[src/rtl/axist_pkt_rr_arbiter.sv]
// axist_pkt_rr_arbiter: packet-atomic round-robin arbiter from NUM_SRC AXI-ST sources onto one registered Avalon-ST sink.
module axist_pkt_rr_arbiter #(
  parameter int NUM_SRC     = 2,
  parameter int SRC_BITS    = 1,
  parameter int DATA_WIDTH  = 64,
  parameter int NO_OF_BYTES = 8,
  parameter int EMPTY_BITS  = 3
) (
  input  logic                           clk,
  input  logic                           rst_n,
  input  logic [NUM_SRC-1:0]             s_axis_tvalid,
  output logic [NUM_SRC-1:0]             s_axis_tready,
  input  logic [NUM_SRC*DATA_WIDTH-1:0]  s_axis_tdata,
  input  logic [NUM_SRC*NO_OF_BYTES-1:0] s_axis_tkeep,
  input  logic [NUM_SRC-1:0]             s_axis_tlast,
  output logic                           avst_valid,
  input  logic                           avst_ready,
  output logic [DATA_WIDTH-1:0]          avst_data,
  output logic                           avst_sop,
  output logic                           avst_eop,
  output logic [EMPTY_BITS-1:0]          avst_empty,
  output logic [SRC_BITS-1:0]            avst_channel,
  output logic                           busy,
  output logic                           err_null_eop
);
  typedef enum logic {ARB, XFER} state_t;
  state_t state, state_nxt;
  logic [SRC_BITS-1:0] grant, ptr, pick;
  logic [2*NUM_SRC-1:0] rot;
  logic [NO_OF_BYTES-1:0] keep_g;
  logic [EMPTY_BITS:0] zeros;
  logic [EMPTY_BITS-1:0] empty_g;
  logic found, first, take, last_g;
  // requests rotated so bit 0 is the pointer's source; lowest set bit wins
  assign rot = {s_axis_tvalid, s_axis_tvalid} >> ptr;
  always_comb begin
    found = 1'b0;
    pick  = '0;
    for (int i = NUM_SRC-1; i >= 0; i--)
      if (rot[i]) begin
        found = 1'b1;
        pick  = SRC_BITS'((int'(ptr) + i) % NUM_SRC);
      end
  end
  assign s_axis_tready = (state == XFER && (!avst_valid || avst_ready)) ? NUM_SRC'(1) << grant : '0;
  assign take   = |(s_axis_tready & s_axis_tvalid);
  assign last_g = s_axis_tlast[grant];
  assign keep_g = s_axis_tkeep[grant*NO_OF_BYTES +: NO_OF_BYTES];
  always_comb begin
    zeros = '0;
    for (int i = 0; i < NO_OF_BYTES; i++) zeros = zeros + (EMPTY_BITS+1)'(!keep_g[i]);
  end
  assign empty_g = !last_g ? '0 : (keep_g == '0) ? EMPTY_BITS'(NO_OF_BYTES-1) : zeros[EMPTY_BITS-1:0];
  assign err_null_eop = take && last_g && keep_g == '0;
  assign busy = state == XFER;
  always_comb state_nxt = state == ARB ? (found ? XFER : ARB) : (take && last_g ? ARB : XFER);
  always_ff @(posedge clk or negedge rst_n)
    if (!rst_n) begin
      state        <= ARB;
      grant        <= '0;
      ptr          <= '0;
      first        <= 1'b0;
      avst_valid   <= 1'b0;
      avst_data    <= '0;
      avst_sop     <= 1'b0;
      avst_eop     <= 1'b0;
      avst_empty   <= '0;
      avst_channel <= '0;
    end else begin
      state <= state_nxt;
      if (state == ARB && found) begin
        grant <= pick;
        ptr   <= SRC_BITS'((int'(pick) + 1) % NUM_SRC);
        first <= 1'b1;
      end
      if (take) begin
        avst_valid   <= 1'b1;
        avst_data    <= s_axis_tdata[grant*DATA_WIDTH +: DATA_WIDTH];
        avst_sop     <= first;
        avst_eop     <= last_g;
        avst_empty   <= empty_g;
        avst_channel <= grant;
        first        <= 1'b0;
      end else if (avst_ready) avst_valid <= 1'b0;
    end
endmodule
[config.mk]
export PLATFORM = sky130hd
export DESIGN_NAME = axist_pkt_rr_arbiter
export DESIGN_NICKNAME = d
export VERILOG_FILES = /design/src/rtl/axist_pkt_rr_arbiter.sv
export SDC_FILE = /design/constraint.sdc
export NUM_CORES = 1
export LEC_CHECK = 0
export CAP_MARGIN = 20
export CORE_AREA = 2 2 87 89
export DETAILED_ROUTE_END_ITERATION = 16
export DIE_AREA = 0 0 89 91
export DONT_BUFFER_PORTS = 1
export GPL_TIMING_DRIVEN = 0
export PLACE_DENSITY = 0.65
export SKIP_LAST_GASP = 1
export SLEW_MARGIN = 20
export SYNTH_ARGS = -nofsm -noshare
export SYNTH_HDL_FRONTEND = slang
export SYNTH_SLANG_ARGS = --single-unit
[constraint.sdc]
create_clock -name clk -period 4.6 [get_ports clk]
set_input_delay 0.92 -clock clk [delete_from_list [all_inputs] [get_ports clk]]
set_output_delay 0.92 -clock clk [all_outputs]
set_load 0.01 [all_outputs]
Word level (Yosys, flattened, before mapping)

Index checks and enable logic that the tools add are counted.

Flip-flop bits (word level): 75
Input bits: 151
Word-level logic and storage cells: 60
Output and inout bits: 75

$lt $le $gt $ge: 1
$add $sub $neg: 9
Bitwise gates (word level): 2
Reduce and logical (&&, ||, !) cells: 18
Shift operators: 4
Mux-type cells: 16

Operator list:

| operator              | number |
|---|---|
| $shiftx A128 B8 Y64   | 1 |
| $shiftx A16 B5 Y8     | 1 |
| $add A3 B1 Y3         | 5 |
| $mux W1               | 13 |
| $logic_not A1 Y1      | 9 |
| $logic_not A8 Y1      | 1 |
| $mux W3               | 2 |
| $logic_and A1 B1 Y1   | 4 |
| $reduce_bool A2 Y1    | 2 |
| $shr A4 B1 Y2         | 1 |
| $add A2 B1 Y3         | 1 |
| $add A1 B1 Y1 const B | 2 |
| $add A1 B1 Y2         | 1 |
| $and A2 B2 Y2         | 1 |
| $lt A1 B2 Y1 const B  | 1 |
| $mux W2               | 1 |
| $reduce_or A2 Y1      | 1 |
| $shl A1 B1 Y2 const A | 1 |
| $logic_or A1 B1 Y1    | 1 |
| $not A1 Y1            | 1 |

Depth between registers and ports, before layout

Gate-level depths: netlist of run 1.

Word-level depth: 11
Gate-level depth with buffers: 15
Gate-level depth less buffers: 12

Worst setup path after synthesis of run 1

OpenSTA, ideal clock, no wires.

Path type: register to register
Start: register grant
End: register avst_empty[1]
Data arrival time: 3.742 ns
Stages on the path, launching flop included: 16
Slack: 0.755 ns
Data required time: 4.496 ns
Buffers on the path: 3
Cell sequence: dfrtp_1 -> buf_4 -> buf_2 -> buf_2 -> mux2i_1 -> inv_1 -> fa_1 -> inv_1 -> fa_1 -> inv_1 -> fa_1 -> inv_1 -> ha_1 -> fa_1 -> inv_1 -> o311ai_1

Cells in the longest elaborated chain, start to end: 11

Ends and longest elaborated chain:

| element                     | line | source |
|---|---|---|
| start: declaration          | 28   | `logic [SRC_BITS-1:0] grant, ptr, pick;` |
| start signal: assignment    | 72   | `grant <= pick;` |
| $shiftx A16 B5 Y8           | 48   | `assign keep_g = s_axis_tkeep[grant*NO_OF_BYTES +: NO_OF_BYTES];` |
| $logic_not A1 Y1            | 51   | `for (int i = 0; i < NO_OF_BYTES; i++) zeros = zeros + (EMPTY_BITS+1)'(!keep_g[i]);` |
| $add A1 B1 Y2               | 51   |  |
| $add A2 B1 Y3               | 51   |  |
| $add A3 B1 Y3 (5 in series) | 51   |  |
| $mux W3 (2 in series)       | 53   | `assign empty_g = !last_g ? '0 : (keep_g == '0) ? EMPTY_BITS'(NO_OF_BYTES-1) : zeros[EMPTY_BITS-1:0];` |
| end signal: assignment      | 81   | `avst_empty <= empty_g;` |
| end: declaration            | 21   | `output logic [EMPTY_BITS-1:0] avst_empty,` |

Several ways; a longest one is shown, not always the timed one. The select of a mux whose other input is x is not followed.
A chain may end at the register's enable or synchronous reset.

Worst setup path in the final report of run 1

Ends and elaborated chain as after synthesis.

==> results of run 1 <==
## path summary, 6_finish.rpt
kind	endpoint	slack, ns
setup / recovery	avst_empty[1]$_DFFE_PN0N_	0.40
hold / removal	avst_empty[2]$_DFFE_PN0N_	0.27
setup reg to reg	avst_empty[1]$_DFFE_PN0N_	0.40
hold reg to reg	first$_DFFE_PN0P_	0.49
max in group asynchronous	avst_data[45]$_DFFE_PN0N_	4.20
min in group clk	first$_DFFE_PN0P_	0.49
## critical path, stage by stage, from the launching register on
cell	delay, ns
dfrtp_1	0.32
buf_4	0.18
buf_2	0.33
buf_2	0.33
mux2i_1	0.27
inv_1	0.09
fa_1	0.53
inv_1	0.04
fa_1	0.47
inv_1	0.05
fa_1	0.49
inv_1	0.04
ha_1	0.18
fa_1	0.47
inv_1	0.04
o311ai_1	0.26
## area by class of cell
type / count / area (sq um) / area share
flip-flops and latches: 75 / 1880 / 0.463
inverters: 11 / 41.3 / 0.0102
multi-input cells: 247 / 1650 / 0.406
clock inverters: 5 / 125 / 0.0309
plain buffers: 24 / 110 / 0.0272
clock buffers: 11 / 131 / 0.0324
well taps: 99 / 124 / 0.0305
## flip-flops by register name (all words and copies together) (netlist names)
name	count
busy	1
first	1
avst_eop	1
ptr	1
avst_data	64
avst_channel	1
avst_sop	1
avst_valid	1
grant	1
avst_empty	3
## per-stage QoR
stage	std cells	utilization	hold WS, ns	setup slack, ns	power (uW)
floorplan	357	-	0.460	0.755	2260
global placement	456	0.532	0.471	0.415	2550
detailed placement	456	0.532	0.478	0.394	2600
CTS	472	0.568	0.261	0.377	3240
global route	472	0.568	0.249	0.107	3470
finish	472	0.568	0.274	0.396	3210
## cell families after synthesis
family,share of synthesized area
compound gates,0.112
buf+inv,0.0412
xor+xnor,0.00238
simple gates,0.0957
flops,0.511
mux,0.206
fa+ha+maj,0.0320
## routing by layer
layer / vias to the layer above / part of all wire
met3: 12 / 0.10
met2: 146 / 0.51
met5: - / 0
li1: 1247 / -
met1: 1261 / 0.38
met4: 0 / 0.015
## where the power goes
part           total [uW]  internal [uW]  switching [uW]  leakage, uW
Clock                 648            415             233     0.000128
Sequential           1370            983             388     0.000922
Combinational        1190            495             693     0.000942
## cells in the final DEF (no fill, tap or decap), drive strengths merged
| cell | synthesis | final |
|---|---|---|
| o21ai | 65 | 65 |
| or4 | 1 | 1 |
| clkinv | 0 | 1 |
| nor4 | 1 | 1 |
| o21a | 1 | 1 |
| mux2 | 5 | 5 |
| a21o | 1 | 1 |
| nand2 | 70 | 70 |
| nor2 | 7 | 7 |
| a31oi | 2 | 2 |
| clkbuf | 15 | 26 |
| buf | 9 | 9 |
| fa | 4 | 4 |
| nor3b | 1 | 1 |
| ha | 3 | 3 |
| a22oi | 1 | 1 |
| dfrtp | 75 | 75 |
| xnor2 | 1 | 1 |
| inv | 11 | 11 |
| nor3 | 2 | 2 |
| nand2b | 1 | 1 |
| and3 | 1 | 1 |
| mux2i | 70 | 70 |
| nand3 | 2 | 2 |
| a21oi | 5 | 5 |
| o311ai | 3 | 3 |
| bufinv | 0 | 4 |
==> impl_metrics.env, run 1 <==
export IMPL_antenna_left=0
export IMPL_use_met2=0.377
export IMPL_drive_above_1_share=0.0777
export IMPL_post_cts_resized=0
export IMPL_fin_crit_ns=4.20
export IMPL_grt_pass1_wl_mm=13.7
export IMPL_track_usage=0.220
export IMPL_synth_avg_cell_area_sq_um=10.3
export IMPL_slew_headroom=0.519
export IMPL_end_kind="register"
export IMPL_setup_worst_path_start_class="register"
export IMPL_drcViolationCount=0
export IMPL_vdd_ir_drop_max_uv=353
export IMPL_grt_busiest_layer="met2"
export IMPL_finalSetupViolCount=0
export IMPL_seq_area_frac_synth=0.511
export IMPL_syn2layout_area_growth_pct=10.4
export IMPL_num_vias=2666
export IMPL_clock_skew_ns=0.00757
export IMPL_p_per_area_nw_per_um2=791
export IMPL_tightest_slew_ns=0.721
export IMPL_postCtsHoldBufs=0
export IMPL_placed_area_sq_um=3800
export IMPL_cts_inserted_buffers=9
export IMPL_cts_clk_slew_worst_paths_ns=0.07
export IMPL_finalCritPeriodShare=0.914
export IMPL_critPathKind="register to register"
export IMPL_wl_per_cell_um=18.9
export IMPL_holdCritPathClass="primary input to asynchronous set/reset pin"
export IMPL_grt_start_max_net_pins=76
export IMPL_clkSinkCount=75
export IMPL_drt_first_iter_violations=99
export IMPL_synth_warnings=0
export IMPL_io_pins=226
export IMPL_synth_commonest_cells="dfrtp_1, mux2i_1, nand2_1"
export IMPL_reg2regPathDepth=15
export IMPL_die_h_um=91
export IMPL_crit_fanout=10
export IMPL_gp_congestion=0.777
export IMPL_antenna_cells=0
export IMPL_use_met3=0.0673
export IMPL_max_freq_mhz=238
export IMPL_rsz0062_at_grt="no"
export IMPL_synthArstFlopShare=1.00
export IMPL_hold_viol=0
export IMPL_yosysTopAreaCellShare=0.511
export IMPL_firstDrtPassIters=4
export IMPL_synth_flop_cell="dfrtp_1"
export IMPL_nets=526
export IMPL_max_cap_violations=0
export IMPL_ys_types=29
export IMPL_placeableCoreArea_sq_um=7140
export IMPL_initial_core_util=0.515
export IMPL_setup_tns_ns=0
export IMPL_synth_area_leader_cell="dfrtp_1"
export IMPL_ys_ff_latch=75
export IMPL_worst_ep_arrival_time_ns=4.44
export IMPL_port_buffers=0
export IMPL_chipWidth_um=89
export IMPL_cts_setup_buffers=0
export IMPL_clock_latency_ns=0.34
export IMPL_reg2reg_from="grant$_DFFE_PN0P_"
export IMPL_yosys_top_cells_area="dfrtp_1, mux2i_1, o21ai_0, nand2_1, fa_1"
export IMPL_grt_pass1_vias=2728
export IMPL_grt_overflow=0
export IMPL_synthesis_area_sq_um=3670
export IMPL_dp_hpwl_mm=6.85
export IMPL_yosysMostFrequentCell="dfrtp_1"
export IMPL_worstPathRequired_ns=4.83
export IMPL_synth_enable_flop_cells=0
export IMPL_crit_start="grant$_DFFE_PN0P_"
export IMPL_maxSlewViolCount=0
export IMPL_leakage_uw=0.00199
export IMPL_synth_cells=357
export IMPL_cts_tree="built"
export IMPL_synth_nets=515
export IMPL_rows=31
export IMPL_use_met1=0.262
export IMPL_grt_antenna_before_repair=0
export IMPL_htreeDepth=3
export IMPL_clockBufferDepth=2
export IMPL_fill_cells=680
export IMPL_root_buffer="clkbuf_8"
export IMPL_avgViaCountPerCell=5.65
export IMPL_fin_area_sq_um=4060
export IMPL_dieArea_sq_um=8100
export IMPL_outcome="completed"
export IMPL_routed_wl_mm=8.90
Power figures use the tool's default switching activity.
==> run 2: changes to the inputs <==
PLACE_DENSITY = 0.67   (was 0.65)
==> run 2 against run 1 <==
Die area unchanged. Flip-flop and latch count unchanged. Sequential power about the same. Clock skew up 0.0079 ns. Register-to-register slack about the same. Utilization down 0.42 points. Highest routed layer unchanged.
==> impl_metrics.env, run 2 (synthesis gave the netlist of run 1 again) <==
export IMPL_largest_reg_flops=64
export IMPL_grt_overflow=0
export IMPL_placeableCoreArea_sq_um=7140
export IMPL_die_h_um=91
export IMPL_leakage_uw=0.00197
export IMPL_clkSinkCount=75
export IMPL_dieArea_sq_um=8100
export IMPL_clockBufferDepth=2
export IMPL_max_freq_mhz=238
export IMPL_grt_antenna_before_repair=0
export IMPL_stdcell_count=472
export IMPL_clock_latency_ns=0.35
export IMPL_port_buffers=0
export IMPL_placed_area_sq_um=3800
export IMPL_antenna_cells=0
export IMPL_clock_skew_ns=0.0155
export IMPL_finalSetupViolCount=0
export IMPL_postCtsHoldBufs=0
export IMPL_firstDrtPassIters=5
export IMPL_fill_cells=682
export IMPL_end_kind="register"
export IMPL_critPathKind="register to register"
export IMPL_avgViaCountPerCell=5.65
export IMPL_final_cell_mix="dfrtp_1, mux2i_1, nand2_1"
export IMPL_grt_pass1_wl_mm=13.1
export IMPL_largest_register="avst_data"
export IMPL_slew_headroom=0.524
export IMPL_max_cap_violations=0
export IMPL_syn2layout_area_growth_pct=9.53
export IMPL_p_per_area_nw_per_um2=775
export IMPL_cts_inserted_buffers=9
export IMPL_dp_cells=456
export IMPL_rsz0062_at_grt="no"
export IMPL_drive_above_1_share=0.0804
export IMPL_initial_core_util=0.515
export IMPL_antenna_left=0
export IMPL_final_util=0.564
export IMPL_worst_ep_arrival_time_ns=4.44
export IMPL_tightest_slew_ns=0.714
export IMPL_final_setup_worst_slack_ns=0.407
export IMPL_grt_start_max_net_pins=76
export IMPL_grt_pass1_vias=2619
export IMPL_gp_congestion=0.763
export IMPL_crit_fanout=10
export IMPL_finalCritPeriodShare=0.912
export IMPL_cts_setup_buffers=0
export IMPL_hold_viol=0
export IMPL_nets=526
export IMPL_final_common_cell="dfrtp_1"
export IMPL_root_buffer="clkbuf_8"
export IMPL_fin_area_sq_um=4030
export IMPL_drcViolationCount=0
export IMPL_maxSlewViolCount=0
export IMPL_htreeDepth=3
export IMPL_num_vias=2665
export IMPL_setup_worst_path_start_class="register"
export IMPL_chipWidth_um=89
export IMPL_holdCritPathClass="primary input to asynchronous set/reset pin"
export IMPL_reg_largest_list="avst_data (64), avst_empty (3)"
export IMPL_vdd_ir_drop_max_uv=303
export IMPL_pre_cts_ws_ns=0.372
export IMPL_cts_clk_slew_worst_paths_ns=0.09
export IMPL_fin_crit_ns=4.19
export IMPL_worstPathRequired_ns=4.84
export IMPL_cts_tree="built"
export IMPL_drt_first_iter_violations=68
export IMPL_post_cts_resized=0
export IMPL_track_usage=0.212
export IMPL_routed_wl_mm=8.94
export IMPL_outcome="completed"
export IMPL_wl_per_cell_um=18.9
export IMPL_io_pins=226
export IMPL_dp_hpwl_mm=6.77
export IMPL_setup_tns_ns=0
export IMPL_rows=31
==> run 2: where the power goes <==
part / internal (uW) / total (uW) / switching, uW
logic: 494 / 1180 / 684
clock network: 324 / 574 / 250
registers: 983 / 1370 / 385
total: 1800 / 3120 / 1320
==> run 2: per-stage QoR <==
step	hold slack, ns	power, uW
2_1_floorplan	0.460	2260
3_3_place_gp	0.471	2540
3_5_place_dp	0.483	2590
4_1_cts	0.241	3160
5_1_grt	0.237	3380
6_report	0.263	3120
==> run 2: worst paths after layout <==
path | startpoint | endpoint | slack [ns] | depth (start not counted)
worst max register to register | grant$_DFFE_PN0P_ | avst_empty[1]$_DFFE_PN0N_ | 0.41 | 15
max in group asynchronous | rst_n | avst_data[16]$_DFFE_PN0N_ | 4.21 | 0
worst max-delay path | grant$_DFFE_PN0P_ | avst_empty[1]$_DFFE_PN0N_ | 0.41 | 15
min in group clk | first$_DFFE_PN0P_ | first$_DFFE_PN0P_ | 0.49 | 1
worst min-delay path | rst_n | avst_data[47]$_DFFE_PN0N_ | 0.26 | 0
worst min register to register | first$_DFFE_PN0P_ | first$_DFFE_PN0P_ | 0.49 | 1
==> run 2: critical path, stage by stage, from the launching register on <==
cell and delay (ns):
dfrtp_1 0.32, buf_4 0.18, buf_2 0.33, buf_2 0.32, mux2i_1 0.27, inv_1 0.09
fa_1 0.53, inv_1 0.05, fa_1 0.47, inv_1 0.05, fa_1 0.49, inv_1 0.04
ha_1 0.18, fa_1 0.48, inv_1 0.04, o311ai_1 0.26
==> run 2: area by class of cell <==
cell class,count,area (sq um),area share
buffer,24,110,0.0274
multi-input combinational,247,1650,0.409
tap,99,124,0.0308
clock inverter,5,85.1,0.0211
sequential,75,1880,0.466
inverter,11,41.3,0.0103
clock buffer,11,141,0.0351
==> run 2: layer usage <==
metal  share of wire  track usage  wire (um)  up-vias
li1                -            -          -     1245
met2            0.51        0.356       4550      142
met1            0.38        0.255       3440     1269
met3           0.092       0.0582        826        9
met5               0            0          0        -
met4           0.014       0.0808        125        0
==> run 3: changes to the inputs <==
CORE_AREA = 2 2 89 91   (was 2 2 87 89)
DIE_AREA = 0 0 91 93   (was 0 0 89 91)
clock period = 3.7 ns   (was 4.6 ns; I/O delays follow)
==> run 3 against run 2 <==
Flip-flop and latch count stayed put. Critical path depth shrank 2. Largest cell class unchanged. Critical path type unchanged. Worst hold slack got worse by 0.17 ns.
==> impl_metrics.env, run 3 (synthesis gave the netlist of run 1 again) <==
export IMPL_outcome="completed"
export IMPL_clock_latency_ns=0.33
export IMPL_grt_antenna_before_repair=0
export IMPL_grt_overflow=0
export IMPL_maxSlewViolCount=0
export IMPL_chipWidth_um=91
export IMPL_worst_ep_arrival_time_ns=3.78
export IMPL_vdd_ir_drop_max_uv=421
export IMPL_switching_power_uw=1640
export IMPL_die_h_um=93
export IMPL_clock_skew_ns=0.00567
export IMPL_final_common_cell="dfrtp_1"
export IMPL_root_buffer="clkbuf_8"
export IMPL_port_buffers=0
export IMPL_initial_core_util=0.488
export IMPL_fin_hold_ws_ns=0.0945
export IMPL_clkSinkCount=75
export IMPL_use_met3=0.0854
export IMPL_critPathKind="register to register"
export IMPL_antenna_cells=0
export IMPL_end_kind="register"
export IMPL_share_seq_of_total_power=0.424
export IMPL_fill_cells=704
export IMPL_p_per_area_nw_per_um2=972
export IMPL_largest_register="avst_data"
export IMPL_hold_viol=0
export IMPL_grt_busiest_layer="met2"
export IMPL_placeableCoreArea_sq_um=7530
export IMPL_rsz0062_at_grt="no"
export IMPL_routed_wl_mm=9.07
export IMPL_largest_reg_flops=64
export IMPL_num_vias=2616
export IMPL_max_freq_mhz=282
export IMPL_grt_pass1_wl_mm=13.9
export IMPL_fin_crit_ns=3.55
export IMPL_final_cell_mix="dfrtp_1, nand2_1, mux2i_1"
export IMPL_drt_first_iter_violations=47
export IMPL_grt_pass1_vias=2706
export IMPL_cts_tree="built"
export IMPL_p_clk_frac=0.183
export IMPL_holdCritPathClass="primary input to asynchronous set/reset pin"
export IMPL_clockBufferDepth=2
export IMPL_io_pins=226
export IMPL_htreeDepth=3
export IMPL_postCtsHoldBufs=0
export IMPL_placed_area_sq_um=3810
export IMPL_worstPathRequired_ns=3.94
export IMPL_grt_start_max_net_pins=76
export IMPL_drive_above_1_share=0.101
export IMPL_finalSetupViolCount=0
export IMPL_use_met1=0.237
export IMPL_leakage_uw=0.00201
export IMPL_rows=32
export IMPL_firstDrtPassIters=4
export IMPL_avgViaCountPerCell=5.46
export IMPL_reg_largest_list="avst_data (64), avst_empty (3)"
export IMPL_syn2layout_area_growth_pct=12.4
export IMPL_slew_headroom=0.515
export IMPL_dp_hpwl_mm=7.00
export IMPL_max_cap_violations=0
export IMPL_use_met2=0.369
export IMPL_power_share_switching=0.409
export IMPL_nets=531
export IMPL_finalCritPeriodShare=0.958
export IMPL_drcViolationCount=0
export IMPL_track_usage=0.211
export IMPL_fin_total_pwr_uw=4010
export IMPL_cts_inserted_buffers=9
export IMPL_wl_per_cell_um=18.9
export IMPL_cts_clk_slew_worst_paths_ns=0.08
export IMPL_dieArea_sq_um=8460
export IMPL_tightest_slew_ns=0.728
export IMPL_gp_congestion=0.744
export IMPL_internal_power_uw=2370
export IMPL_crit_fanout=10
export IMPL_antenna_left=0
export IMPL_fin_area_sq_um=4130
export IMPL_p_comb_frac=0.393
export IMPL_setup_worst_path_start_class="register"
run 3: critical path: stages (launching register included):
cell      delay [ns]
dfrtp_2         0.39
buf_12          0.13
mux2i_4         0.22
inv_1           0.08
fa_1            0.53
inv_1           0.04
fa_1            0.48
inv_1           0.05
fa_1            0.49
inv_1           0.04
ha_1            0.18
fa_2            0.51
inv_1           0.04
o311ai_2        0.26
run 3: cell type report:
type / count / area, sq um / share of cell area
flip-flops and latches: 75 / 1880 / 0.455
multi-input cells: 247 / 1670 / 0.404
clock buffers: 10 / 128 / 0.0309
well taps: 102 / 128 / 0.0309
plain buffers: 22 / 113 / 0.0273
clock inverters: 5 / 103 / 0.0248
repair buffers: 7 / 70.1 / 0.0170
inverters: 11 / 41.3 / 0.0100
run 3: final timing paths:
| kind | to | slack, ns | start | depth (start not counted) |
|---|---|---|---|---|
| worst max-delay path | avst_empty[1]$_DFFE_PN0N_ | 0.15 | grant$_DFFE_PN0P_ | 13 |
| worst min-delay path | avst_data[0]$_DFFE_PN0N_ | 0.09 | rst_n | 0 |
| worst max register to register | avst_empty[1]$_DFFE_PN0N_ | 0.15 | grant$_DFFE_PN0P_ | 13 |
| worst min register to register | ptr$_DFFE_PN0P_ | 0.50 | ptr$_DFFE_PN0P_ | 1 |
| max in group asynchronous | avst_data[17]$_DFFE_PN0N_ | 3.47 | rst_n | 0 |
| min in group clk | ptr$_DFFE_PN0P_ | 0.50 | ptr$_DFFE_PN0P_ | 1 |
run 3: routing by layer:
metal	up-vias	wire length (um)
met4	0	96
li1	1256	-
met1	1205	3480
met2	145	4610
met5	-	0
met3	10	882
run 3: power by group through the flow:
stage | sequential, uW | combinational [uW] | clock (uW)
after global placement | 1710 | 1460 | 0
after detailed placement | 1710 | 1520 | 0
final | 1700 | 1580 | 732
after floorplan | 1610 | 1210 | 0
after CTS | 1710 | 1500 | 745
after global routing | 1750 | 1810 | 782
run 3: stage by stage:
stage | util | TNS (ns) | setup WS (ns) | std cells
floorplan | - | 0 | 0.00613 | 357
global placement | 0.506 | -0.443 | -0.235 | 459
detailed placement | 0.506 | -0.534 | -0.304 | 459
CTS | 0.537 | 0 | 0.0591 | 472
global route | 0.549 | 0 | 0.00782 | 479
finish | 0.549 | 0 | 0.154 | 479
run 3: timing repair:
action,4_1_cts,5_1_grt
gates resized for setup,4,4
buffers inserted,0,6
endpoints found under the setup margin,2,2
gates cloned,0,1
pin swaps,0,1
